[config.mk]
export PLATFORM = sky130hd
export DESIGN_NAME = uart_frame_assembler_flat
export DESIGN_NICKNAME = d
export VERILOG_FILES = /design/src/rtl/cipherbox_pkg.sv /design/src/rtl/uart_frame_assembler_if.sv /design/src/rtl/uart_frame_assembler_gap_timer.sv /design/src/rtl/uart_frame_assembler.sv /design/src/flat_wrapper.sv
export SDC_FILE = /design/constraint.sdc
export NUM_CORES = 1
export LEC_CHECK = 0
export ABC_CLOCK_PERIOD_IN_PS = 18000
export CORE_ASPECT_RATIO = 0.75
export CORE_UTILIZATION = 50
export CTS_BUF_LIST = sky130_fd_sc_hd__clkbuf_8 sky130_fd_sc_hd__clkbuf_16
export CTS_CLUSTER_SIZE = 20
export DETAILED_ROUTE_END_ITERATION = 12
export HOLD_SLACK_MARGIN = 0.1
export PLACE_DENSITY = 0.79
export SYNTH_ARGS = -nofsm -noshare
export SYNTH_HDL_FRONTEND = slang
export SYNTH_SLANG_ARGS = --single-unit
[constraint.sdc]
create_clock -name clk -period 18 [get_ports clk]
set_clock_uncertainty 0.05 [all_clocks]
set_input_delay 4.5 -clock clk [delete_from_list [all_inputs] [get_ports clk]]
set_output_delay 4.5 -clock clk [all_outputs]
set_load 0.1 [all_outputs]
[src/rtl/cipherbox_pkg.sv]
// Shared constants and types for the cipherbox command path.
// Holds the frame-assembler state encoding, error pulse bundle and UART timing defaults.
package cipherbox_pkg;

  localparam logic [7:0]  DEFAULT_SOF_BYTE   = 8'hA5;
  localparam int unsigned CLKS_PER_BIT       = 434;
  localparam int unsigned BITS_PER_BYTE      = 10;
  localparam int unsigned TIMEOUT_BYTE_TIMES = 2;
  localparam int unsigned DEFAULT_TIMEOUT_CLKS =
    TIMEOUT_BYTE_TIMES * BITS_PER_BYTE * CLKS_PER_BIT;

  typedef enum logic [2:0] {
    IDLE,
    OPCODE,
    PAYLOAD,
    CHECK,
    HOLD
  } frm_state_t;

  typedef struct packed {
    logic chk;
    logic timeout;
    logic ovr;
  } frm_err_t;

  // Bits needed to count 0..n-1, never less than one.
  function automatic int unsigned cnt_width(input int unsigned n);
    return (n > 1) ? 32'($clog2(n)) : 32'd1;
  endfunction

endpackage

[src/rtl/uart_frame_assembler_if.sv]
// Byte-strobe input and validated-frame output bundle of the frame assembler.
// The assembler side uses master; the UART/consumer environment uses slave.
interface uart_frame_assembler_if #(
  parameter int unsigned PAYLOAD_BYTES = 8
);

  logic                       rx_done;
  logic [7:0]                 rx_data;
  logic                       frm_valid;
  logic                       frm_ready;
  logic [7:0]                 frm_opcode;
  logic [8*PAYLOAD_BYTES-1:0] frm_payload;
  logic                       err_chk;
  logic                       err_timeout;
  logic                       err_ovr;

  modport master (
    input  rx_done,
    input  rx_data,
    input  frm_ready,
    output frm_valid,
    output frm_opcode,
    output frm_payload,
    output err_chk,
    output err_timeout,
    output err_ovr
  );

  modport slave (
    output rx_done,
    output rx_data,
    output frm_ready,
    input  frm_valid,
    input  frm_opcode,
    input  frm_payload,
    input  err_chk,
    input  err_timeout,
    input  err_ovr
  );

endinterface

[src/rtl/uart_frame_assembler_gap_timer.sv]
// Inter-byte gap counter: clears on request, counts while enabled and flags
// the terminal count combinationally so the FSM can act on the same edge.
module uart_frame_assembler_gap_timer
  import cipherbox_pkg::*;
#(
  parameter int unsigned TIMEOUT_CLKS = DEFAULT_TIMEOUT_CLKS
) (
  input  logic clk,
  input  logic rst,
  input  logic clear_i,
  input  logic enable_i,
  output logic tc_c
);

  localparam int unsigned CNT_W = cnt_width(TIMEOUT_CLKS);
  localparam logic [CNT_W-1:0] TERMINAL = CNT_W'(TIMEOUT_CLKS - 1);

  logic [CNT_W-1:0] cnt_q;

  assign tc_c = enable_i && (cnt_q == TERMINAL);

  // Saturates at the terminal count; the FSM leaves the timed states on tc anyway.
  always_ff @(posedge clk or posedge rst) begin
    if (rst) begin
      cnt_q <= '0;
    end else if (clear_i) begin
      cnt_q <= '0;
    end else if (enable_i && !tc_c) begin
      cnt_q <= cnt_q + 1'b1;
    end
  end

endmodule

[src/rtl/uart_frame_assembler.sv]
// Turns uart_rx byte strobes into checksummed command frames (SOF, opcode,
// payload, XOR) presented on a valid/ready port, with single-cycle error pulses.
module uart_frame_assembler
  import cipherbox_pkg::*;
#(
  parameter int unsigned PAYLOAD_BYTES = 8,
  parameter int unsigned TIMEOUT_CLKS  = DEFAULT_TIMEOUT_CLKS,
  parameter logic [7:0]  SOF_BYTE      = DEFAULT_SOF_BYTE
) (
  input  logic                   clk,
  input  logic                   rst,
  uart_frame_assembler_if.master bus
);

  localparam int unsigned PAYLOAD_W = 8 * PAYLOAD_BYTES;
  localparam int unsigned BCNT_W    = cnt_width(PAYLOAD_BYTES);
  localparam logic [BCNT_W-1:0] LAST_BYTE = BCNT_W'(PAYLOAD_BYTES - 1);

  frm_state_t           state_q;
  logic [7:0]           opcode_q;
  logic [7:0]           xor_q;
  logic [PAYLOAD_W-1:0] payload_q;
  logic [BCNT_W-1:0]    bcnt_q;
  logic                 valid_q;
  logic [7:0]           frm_opcode_q;
  logic [PAYLOAD_W-1:0] frm_payload_q;
  frm_err_t             err_q;

  logic timer_active_c;
  logic timer_clear_c;
  logic timeout_c;

  // Gap timing only runs while a frame is being collected.
  assign timer_active_c = (state_q == OPCODE) || (state_q == PAYLOAD) || (state_q == CHECK);
  assign timer_clear_c  = bus.rx_done || !timer_active_c;

  uart_frame_assembler_gap_timer #(
    .TIMEOUT_CLKS(TIMEOUT_CLKS)
  ) u_gap_timer (
    .clk     (clk),
    .rst     (rst),
    .clear_i (timer_clear_c),
    .enable_i(timer_active_c),
    .tc_c    (timeout_c)
  );

  always_ff @(posedge clk or posedge rst) begin
    if (rst) begin
      state_q       <= IDLE;
      opcode_q      <= '0;
      xor_q         <= '0;
      payload_q     <= '0;
      bcnt_q        <= '0;
      valid_q       <= 1'b0;
      frm_opcode_q  <= '0;
      frm_payload_q <= '0;
      err_q         <= '0;
    end else begin
      err_q <= '0;
      unique case (state_q)
        IDLE: begin
          if (bus.rx_done && (bus.rx_data == SOF_BYTE)) begin
            state_q <= OPCODE;
          end
        end

        OPCODE: begin
          if (bus.rx_done) begin
            opcode_q <= bus.rx_data;
            xor_q    <= bus.rx_data;
            bcnt_q   <= '0;
            state_q  <= PAYLOAD;
          end else if (timeout_c) begin
            err_q.timeout <= 1'b1;
            state_q       <= IDLE;
          end
        end

        // First payload byte ends up in the most significant byte.
        PAYLOAD: begin
          if (bus.rx_done) begin
            payload_q <= (payload_q << 8) | PAYLOAD_W'(bus.rx_data);
            xor_q     <= xor_q ^ bus.rx_data;
            if (bcnt_q == LAST_BYTE) begin
              state_q <= CHECK;
            end else begin
              bcnt_q <= bcnt_q + 1'b1;
            end
          end else if (timeout_c) begin
            err_q.timeout <= 1'b1;
            state_q       <= IDLE;
          end
        end

        CHECK: begin
          if (bus.rx_done) begin
            if (bus.rx_data == xor_q) begin
              frm_opcode_q  <= opcode_q;
              frm_payload_q <= payload_q;
              valid_q       <= 1'b1;
              state_q       <= HOLD;
            end else begin
              err_q.chk <= 1'b1;
              state_q   <= IDLE;
            end
          end else if (timeout_c) begin
            err_q.timeout <= 1'b1;
            state_q       <= IDLE;
          end
        end

        // A byte landing on the handshake edge is still an overrun.
        HOLD: begin
          if (bus.rx_done) begin
            err_q.ovr <= 1'b1;
          end
          if (valid_q && bus.frm_ready) begin
            valid_q <= 1'b0;
            state_q <= IDLE;
          end
        end

        default: begin
          valid_q <= 1'b0;
          state_q <= IDLE;
        end
      endcase
    end
  end

  assign bus.frm_valid   = valid_q;
  assign bus.frm_opcode  = frm_opcode_q;
  assign bus.frm_payload = frm_payload_q;
  assign bus.err_chk     = err_q.chk;
  assign bus.err_timeout = err_q.timeout;
  assign bus.err_ovr     = err_q.ovr;

endmodule

[src/flat_wrapper.sv]
// flat-port wrapper written by rule: the top's interface ports become plain ports
module uart_frame_assembler_flat import cipherbox_pkg::*;
#(
  parameter int unsigned PAYLOAD_BYTES = 8,
  parameter int unsigned TIMEOUT_CLKS  = DEFAULT_TIMEOUT_CLKS,
  parameter logic [7:0]  SOF_BYTE      = DEFAULT_SOF_BYTE
)
  (clk, rst, bus_rx_done, bus_rx_data, bus_frm_ready, bus_frm_valid, bus_frm_opcode, bus_frm_payload, bus_err_chk, bus_err_timeout, bus_err_ovr);
  uart_frame_assembler_if #(.PAYLOAD_BYTES(PAYLOAD_BYTES)) bus_i ();
  input  logic clk;
  input  logic rst;
  input wire logic [$bits(bus_i.rx_done)-1:0] bus_rx_done;
  input wire logic [$bits(bus_i.rx_data)-1:0] bus_rx_data;
  input wire logic [$bits(bus_i.frm_ready)-1:0] bus_frm_ready;
  output wire logic [$bits(bus_i.frm_valid)-1:0] bus_frm_valid;
  output wire logic [$bits(bus_i.frm_opcode)-1:0] bus_frm_opcode;
  output wire logic [$bits(bus_i.frm_payload)-1:0] bus_frm_payload;
  output wire logic [$bits(bus_i.err_chk)-1:0] bus_err_chk;
  output wire logic [$bits(bus_i.err_timeout)-1:0] bus_err_timeout;
  output wire logic [$bits(bus_i.err_ovr)-1:0] bus_err_ovr;
  assign bus_i.rx_done = bus_rx_done;
  assign bus_i.rx_data = bus_rx_data;
  assign bus_i.frm_ready = bus_frm_ready;
  assign bus_frm_valid = bus_i.frm_valid;
  assign bus_frm_opcode = bus_i.frm_opcode;
  assign bus_frm_payload = bus_i.frm_payload;
  assign bus_err_chk = bus_i.err_chk;
  assign bus_err_timeout = bus_i.err_timeout;
  assign bus_err_ovr = bus_i.err_ovr;
  uart_frame_assembler #(.PAYLOAD_BYTES(PAYLOAD_BYTES), .TIMEOUT_CLKS(TIMEOUT_CLKS), .SOF_BYTE(SOF_BYTE)) u_core (.clk(clk), .rst(rst), .bus(bus_i));
endmodule
==> load_flow_metrics.sql, run 1 <==
INSERT INTO impl_metrics (metric_group, metric, value, unit) VALUES
('synth', 'netlist-cell-type-count', '44', ''),
('critical_path', 'reg_to_reg_critical_path_startpoint', 'u_core.state_q[1]', ''),
('synth', 'syn_avg_cell_area', '13.9', 'µm²'),
('place', 'detailedPlacementHpwl', '8760', 'µm'),
('clocking', 'cts_setup_buffers', '0', ''),
('layout', 'num-nets-final', '605', ''),
('outcome', 'run_status', 'finished, final reports clean', ''),
('min_path', 'hp-start', 'u_core.opcode_q[7]', ''),
('critical_path', 'crit_buf_inv', '2', ''),
('min_path', 'whs_endpoint', 'u_core.opcode_q[7]', ''),
('grt', 'maximum_number_of_pins_on_one_net_before_global_route_repair', '90', ''),
('floorplanning', 'die_height', '105', 'µm'),
('place', 'gpl.final_weighted_congestion', '0.841', ''),
('clocking', 'cts-root-buf', 'sky130_fd_sc_hd__clkbuf_16', ''),
('critical_path', 'path_class', 'primary input to flop', ''),
('synth', 'count_of_state_elements_after_synthesis', '176', ''),
('layout', 'layout_commonest_cell', 'sky130_fd_sc_hd__dfrtp_1', ''),
('grt', 'global_route.usage.total', '20.3', '%'),
('synth', 'post_synth_edffs', '0', ''),
('power_and_ir_drop', 'total_power', '0.00111', 'W'),
('layout', 'area_growth', '22.9', '%'),
('sta', 'achievable-frequency', '147', 'MHz'),
('critical_path', 'timing.critical_path.slowest_cell_delay', '0.77', 'ns'),
('clocking', 'tritoncts', 'yes', ''),
('grt', 'global_route.overflow_total', '0', ''),
('power_and_ir_drop', 'peakVddDrop', '0.0787', 'mV'),
('critical_path', 'endpoint_kind', 'flop', ''),
('critical_path', 'crit_chain', 'clkdlybuf4s50_1 -> xnor2_1 -> nand4_1 -> nor3_2 -> buf_4 -> mux2_2', ''),
('detailed_routing', 'detailedRoute.firstIterationViolations', '290', ''),
('power_and_ir_drop', 'powerDensity', '128', 'mW/mm²'),
('floorplanning', 'die_area', '0.0146', 'mm²'),
('synth', 'ys_warn_count', '0', ''),
('synth', 'ys_async_sr_fraction', '100', '%'),
('layout', 'antenna-diode-count', '0', ''),
('floorplanning', 'boundaryPins', '88', ''),
('critical_path', 'worstPathArrival', '7.03', 'ns'),
('clocking', 'cts_resized', '0', ''),
('detailed_routing', 'detail_route.wirelength', '13700', 'µm'),
('critical_path', 'cp_data_required_time', '18.25', 'ns'),
('clocking', 'clk-insertion-delay-late', '0.42', 'ns'),
('critical_path', 'r2r-end', 'u_core.bus.frm_payload[51]', ''),
('clocking', 'cts_buffers', '17', ''),
('floorplanning', 'die_width', '139', 'µm'),
('sta', 'unrepaired_setup_endpoints_after_global_routing', 'false', ''),
('grt', 'first_global_vias', '4281', ''),
('detailed_routing', 'detail_route.first_pass.iterations', '6', ''),
('detailed_routing', 'detail_route.wl_per_cell', '17.7', 'µm'),
('place', 'numPortBuffers', '87', ''),
('floorplanning', 'fp.coreArea', '0.0137', 'mm²'),
('clocking', 'post_cts_hold_buffer_count', '0', ''),
('min_path', 'worstHoldPathCells', '2', ''),
('grt', 'global_route_wire_length_before_repair', '22900', 'µm'),
('power_and_ir_drop', 'total_leakage_power', '4.09', 'nW'),
('critical_path', 'cp_slowest_cell', 'sky130_fd_sc_hd__buf_4', ''),
('sta', 'hold_slack', '0.427', 'ns'),
('clocking', 'path_clk_slew', '0.06', 'ns'),
('sta', 'period_share', '37.7', '%'),
('sta', 'post-route-min-period', '6.78', 'ns'),
('layout', 'fraction_of_final_layout_cells_sized_beyond_drive_strength_1', '20.1', '%'),
('grt', 'antenna_found_initial', '0', ''),
('sta', 'timing_max_transition_violations_final', '0', ''),
('clocking', 'number_of_clock_sinks_seen_by_cts', '176', ''),
('sta', 'report.final.hold_viol_count', '0', ''),
('sta', 'slew_headroom', '28.7', '%'),
('min_path', 'holdCritPathClass', 'flop to flop', ''),
('floorplanning', 'core.rowCount', '37', ''),
('synth', 'synthCells', '507', ''),
('floorplanning', 'initial_utilization', '51.4', '%'),
('synth', 'mappedNetlistArea', '0.00707', 'mm²'),
('sta', 'number_of_setup_violations_in_the_final_report', '0', ''),
('detailed_routing', 'postRouteAntennaNets', '0', '');
==> registers in the layout, summed over array words and instances, names as in the netlist <==
register                  count
u_core.bus.frm_opcode         8
u_core.bcnt_q                 3
u_core.bus.err_chk            1
u_core.opcode_q               8
u_core.xor_q                  8
u_core.payload_q             64
u_core.bus.frm_payload       64
u_core.bus.err_timeout        1
u_core.bus.err_ovr            1
u_core.state_q                3
u_core.u_gap_timer.cnt_q     14
u_core.bus.frm_valid          1
==> report_power, final <==
part	internal (W)	leakage (nW)	switching [W]	total [W]
logic	0.0000924	1.40	0.0000796	0.000172
registers	0.000478	2.37	0.0000736	0.000552
clock network	0.000242	0.319	0.000146	0.000388
==> logic make-up after synthesis <==
logic type | Yosys count | share of synthesized area [%]
buffers and inverters | 31 | 2.18
DFF | 176 | 62.3
muxes | 138 | 22.0
xor gates and xnor gates | 17 | 2.11
adders and majority gates | 3 | 0.531
and+or+nand+nor | 101 | 7.35
AOI/OAI and AO/OA | 41 | 3.54
==> worst min-delay path: cells and delay by family (launching register included) <==
family | cells | cell delay (ns)
flip-flops | 1 | 0.34
AND/OR/NAND/NOR | 2 | 0.10
==> Yosys cell counts (all sizes together) (7+ instances only) <==
cell,count,area (µm²)
dfrtp,176,4400
mux2,137,1540
nand2,40,150
nor2,20,77.6
a21oi,16,80.1
buf,16,95.1
xnor2,11,96.3
clkbuf,9,36.3
o22ai,8,50.1
nand3,7,35.0
==> stage by stage <==
| step | area, µm² | cells | setup WS, ns | util (%) |
|---|---|---|---|---|
| 2_1_floorplan | 7070 | 507 | 8.68 | - |
| 3_3_place_gp | 8050 | 746 | 10.82 | 58.6 |
| 3_5_place_dp | 8050 | 746 | 10.82 | 58.6 |
| 4_1_cts | 8680 | 778 | 11.25 | 63.2 |
| 5_1_grt | 8680 | 778 | 11.09 | 63.2 |
| 6_report | 8680 | 778 | 11.22 | 63.2 |
==> layer usage <==
layer | vias up | wire length, µm | track usage (%)
met1 | 2172 | 6610 | 29.3
li1 | 1951 | - | -
met2 | 110 | 6310 | 29.8
met4 | 0 | 138 | 7.54
met5 | - | 0 | 0
met3 | 10 | 679 | 4.77
==> worst max-delay path by stage <==
stage	cells past startpoint	to	startpoint
floorplan	1	u_core.bcnt_q[0]	rst
global placement	6	u_core.bus.frm_payload[56]	bus_rx_data[0]
detailed placement	6	u_core.bus.frm_payload[51]	bus_rx_data[0]
CTS	6	u_core.bus.frm_payload[42]	bus_rx_data[1]
global route	6	u_core.bus.frm_payload[62]	bus_rx_data[1]
finish	6	u_core.bus.frm_payload[51]	bus_rx_data[0]
==> final cells by class <==
class	count	area, µm²
timing repair buffer	89	886
clock inverter	12	164
fill	994	5060
inverter	6	27.5
tap	175	219
sequential	176	4400
clock buffer	20	467
multi-input combinational	300	2520
No activity file was read; power rests on OpenSTA's default activity.
==> run 2, diff against run 1 <==
--- a/config.mk
+++ b/config.mk
@@ -5,7 +5,7 @@
 export SDC_FILE = /design/constraint.sdc
 export NUM_CORES = 1
 export LEC_CHECK = 0
-export ABC_CLOCK_PERIOD_IN_PS = 18000
+export ABC_CLOCK_PERIOD_IN_PS = 6700
 export CORE_ASPECT_RATIO = 0.75
 export CORE_UTILIZATION = 50
 export CTS_BUF_LIST = sky130_fd_sc_hd__clkbuf_8 sky130_fd_sc_hd__clkbuf_16
==> constraint.sdc (replaced) <==
create_clock -name clk -period 6.7 [get_ports clk]
set_clock_uncertainty 0.05 [all_clocks]
set_input_delay 1.675 -clock clk [delete_from_list [all_inputs] [get_ports clk]]
set_output_delay 1.675 -clock clk [all_outputs]
set_load 0.1 [all_outputs]
==> load_flow_metrics.sql, run 2 (synthesis gave the netlist of run 1 again) <==
INSERT INTO impl_metrics (metric_group, metric, value, unit) VALUES
('grt', 'global_route.usage.total', '20.2', '%'),
('clocking', 'cts_buffers', '17', ''),
('layout', 'fraction_of_final_layout_cells_sized_beyond_drive_strength_1', '20.4', '%'),
('detailed_routing', 'drcViolationCount', '0', ''),
('sta', 'achievable-frequency', '253', 'MHz'),
('clocking', 'tritoncts', 'yes', ''),
('place', 'place_area', '0.00806', 'mm²'),
('grt', 'maximum_number_of_pins_on_one_net_before_global_route_repair', '75', ''),
('run', 'cap_violations', '0', ''),
('layout', 'num-nets-final', '606', ''),
('detailed_routing', 'detailedRoute.firstIterationViolations', '235', ''),
('min_path', 'holdCritPathClass', 'flop to flop', ''),
('clocking', 'max-clock-path-buffers', '2', ''),
('critical_path', 'worstPathArrival', '4.20', 'ns'),
('critical_path', 'crit_buf_inv', '2', ''),
('clocking', 'post_cts_hold_buffer_count', '0', ''),
('clocking', 'cts_resized', '0', ''),
('sta', 'layout_setup_ws', '2.75', 'ns'),
('floorplanning', 'die_height', '105', 'µm'),
('critical_path', 'cp_slowest_cell', 'sky130_fd_sc_hd__buf_4', ''),
('detailed_routing', 'detail_route.wirelength', '13400', 'µm'),
('min_path', 'worstHoldPathCells', '2', ''),
('layout', 'antenna-diode-count', '0', ''),
('layout', 'finish.instance_area', '0.00866', 'mm²'),
('floorplanning', 'boundaryPins', '88', ''),
('power_and_ir_drop', 'total_leakage_power', '4.06', 'nW'),
('grt', 'global_route_wire_length_before_repair', '22800', 'µm'),
('detailed_routing', 'detail_route.wl_per_cell', '17.3', 'µm'),
('critical_path', 'timing.critical_path.slowest_cell_delay', '0.78', 'ns'),
('critical_path', 'cp_max_fo', '72', ''),
('critical_path', 'setup.worst_path.start_class', 'primary input', ''),
('grt', 'first_global_vias', '4374', ''),
('clocking', 'path_clk_slew', '0.06', 'ns'),
('critical_path', 'cp_top_family', 'buffers and inverters', ''),
('place', 'gpl.final_weighted_congestion', '0.847', ''),
('floorplanning', 'initial_utilization', '51.4', '%'),
('clocking', 'cts_setup_buffers', '0', ''),
('outcome', 'run_status', 'finished, final reports clean', ''),
('critical_path', 'crit_chain', 'clkdlybuf4s50_1 -> xnor2_1 -> nand4_1 -> nor3_2 -> buf_4 -> mux2_2', ''),
('sta', 'unrepaired_setup_endpoints_after_global_routing', 'false', ''),
('place', 'numPortBuffers', '87', ''),
('place', 'placement.setup.worst_slack', '2.32', 'ns'),
('floorplanning', 'die_area', '0.0146', 'mm²'),
('sta', 'report.final.hold_viol_count', '0', ''),
('clocking', 'cts_htree_levels', '4', ''),
('detailed_routing', 'post_drt_via_cell_ratio', '5.50', ''),
('floorplanning', 'die_width', '139', 'µm'),
('sta', 'timing_max_transition_violations_final', '0', ''),
('sta', 'worst_max_slew_pin_slew', '1.03', 'ns'),
('detailed_routing', 'postRouteAntennaNets', '0', ''),
('clocking', 'clk-insertion-delay-late', '0.42', 'ns'),
('critical_path', 'cp_data_required_time', '6.95', 'ns'),
('layout', 'mostFrequentLayoutCells', 'sky130_fd_sc_hd__dfrtp_1, sky130_fd_sc_hd__clkdlybuf4s50_1, sky130_fd_sc_hd__mux2_2', ''),
('layout', 'area_growth', '22.6', '%'),
('floorplanning', 'core.rowCount', '37', ''),
('sta', 'period_share', '59.0', '%'),
('critical_path', 'path_class', 'primary input to flop', ''),
('sta', 'hold_slack', '0.435', 'ns'),
('sta', 'slew_headroom', '31.7', '%'),
('grt', 'antenna_found_initial', '0', ''),
('power_and_ir_drop', 'peakVddDrop', '0.193', 'mV'),
('critical_path', 'path_depth', '6', ''),
('sta', 'post-route-min-period', '3.95', 'ns'),
('place', 'detailedPlacementHpwl', '8920', 'µm'),
('sta', 'number_of_setup_violations_in_the_final_report', '0', ''),
('detailed_routing', 'detail_route.first_pass.iterations', '4', ''),
('floorplanning', 'fp.coreArea', '0.0137', 'mm²'),
('clocking', 'cts-root-buf', 'sky130_fd_sc_hd__clkbuf_16', ''),
('layout', 'layout_commonest_cell', 'sky130_fd_sc_hd__dfrtp_1', ''),
('critical_path', 'reg2regPathDepth', '4', ''),
('power_and_ir_drop', 'total_power', '0.00294', 'W'),
('grt', 'global_route.overflow_total', '0', ''),
('power_and_ir_drop', 'powerDensity', '340', 'mW/mm²'),
('clocking', 'number_of_clock_sinks_seen_by_cts', '176', ''),
('sta', 'tns', '0', 'ns'),
('critical_path', 'endpoint_kind', 'flop', ''),
('detailed_routing', 'via_total_after_detailed_routing', '4278', '');
run 2: metrics by stage:
stage / utilization, % / std cells
after global placement: 58.6 / 747
after global routing: 63.0 / 778
after CTS: 63.0 / 778
final: 63.0 / 778
after detailed placement: 58.6 / 747
after floorplan: - / 507
run 2: layout make-up:
class                      instances  area, µm²
multi-input combinational        300       2520
inverter                           6       27.5
fill                             993       5090
clock inverter                    13        161
timing repair buffer              90        893
tap                              175        219
sequential                       176       4400
clock buffer                      18        439
run 2: power breakdown:
| part | internal (W) | switching (W) |
|---|---|---|
| Sequential | 0.00128 | 0.000195 |
| Clock | 0.000595 | 0.000406 |
| Combinational | 0.000248 | 0.000212 |
run 2: path summary, 6_finish.rpt:
path | start | end | slack [ns]
min in group asynchronous | rst | u_core.bus.frm_opcode[0] | 1.68
hold / removal | u_core.opcode_q[2] | u_core.opcode_q[2] | 0.43
max in group asynchronous | rst | u_core.bus.frm_payload[39] | 3.76
setup reg to reg | u_core.state_q[1] | u_core.bus.frm_payload[57] | 4.02
hold reg to reg | u_core.opcode_q[2] | u_core.opcode_q[2] | 0.43
setup / recovery | bus_rx_data[1] | u_core.bus.frm_payload[57] | 2.75
run 2: routing by layer:
layer / track usage (%) / routed length [µm]
met3: 4.31 / 592
met2: 29.4 / 6070
met1: 29.3 / 6540
met4: 8.25 / 240
met5: 0 / 0
run 2: worst min-delay path, cell delays in order (launching register included):
cell                      delay (ns)
sky130_fd_sc_hd__dfrtp_1        0.34
sky130_fd_sc_hd__nand2_1        0.06
sky130_fd_sc_hd__nand2_1        0.06
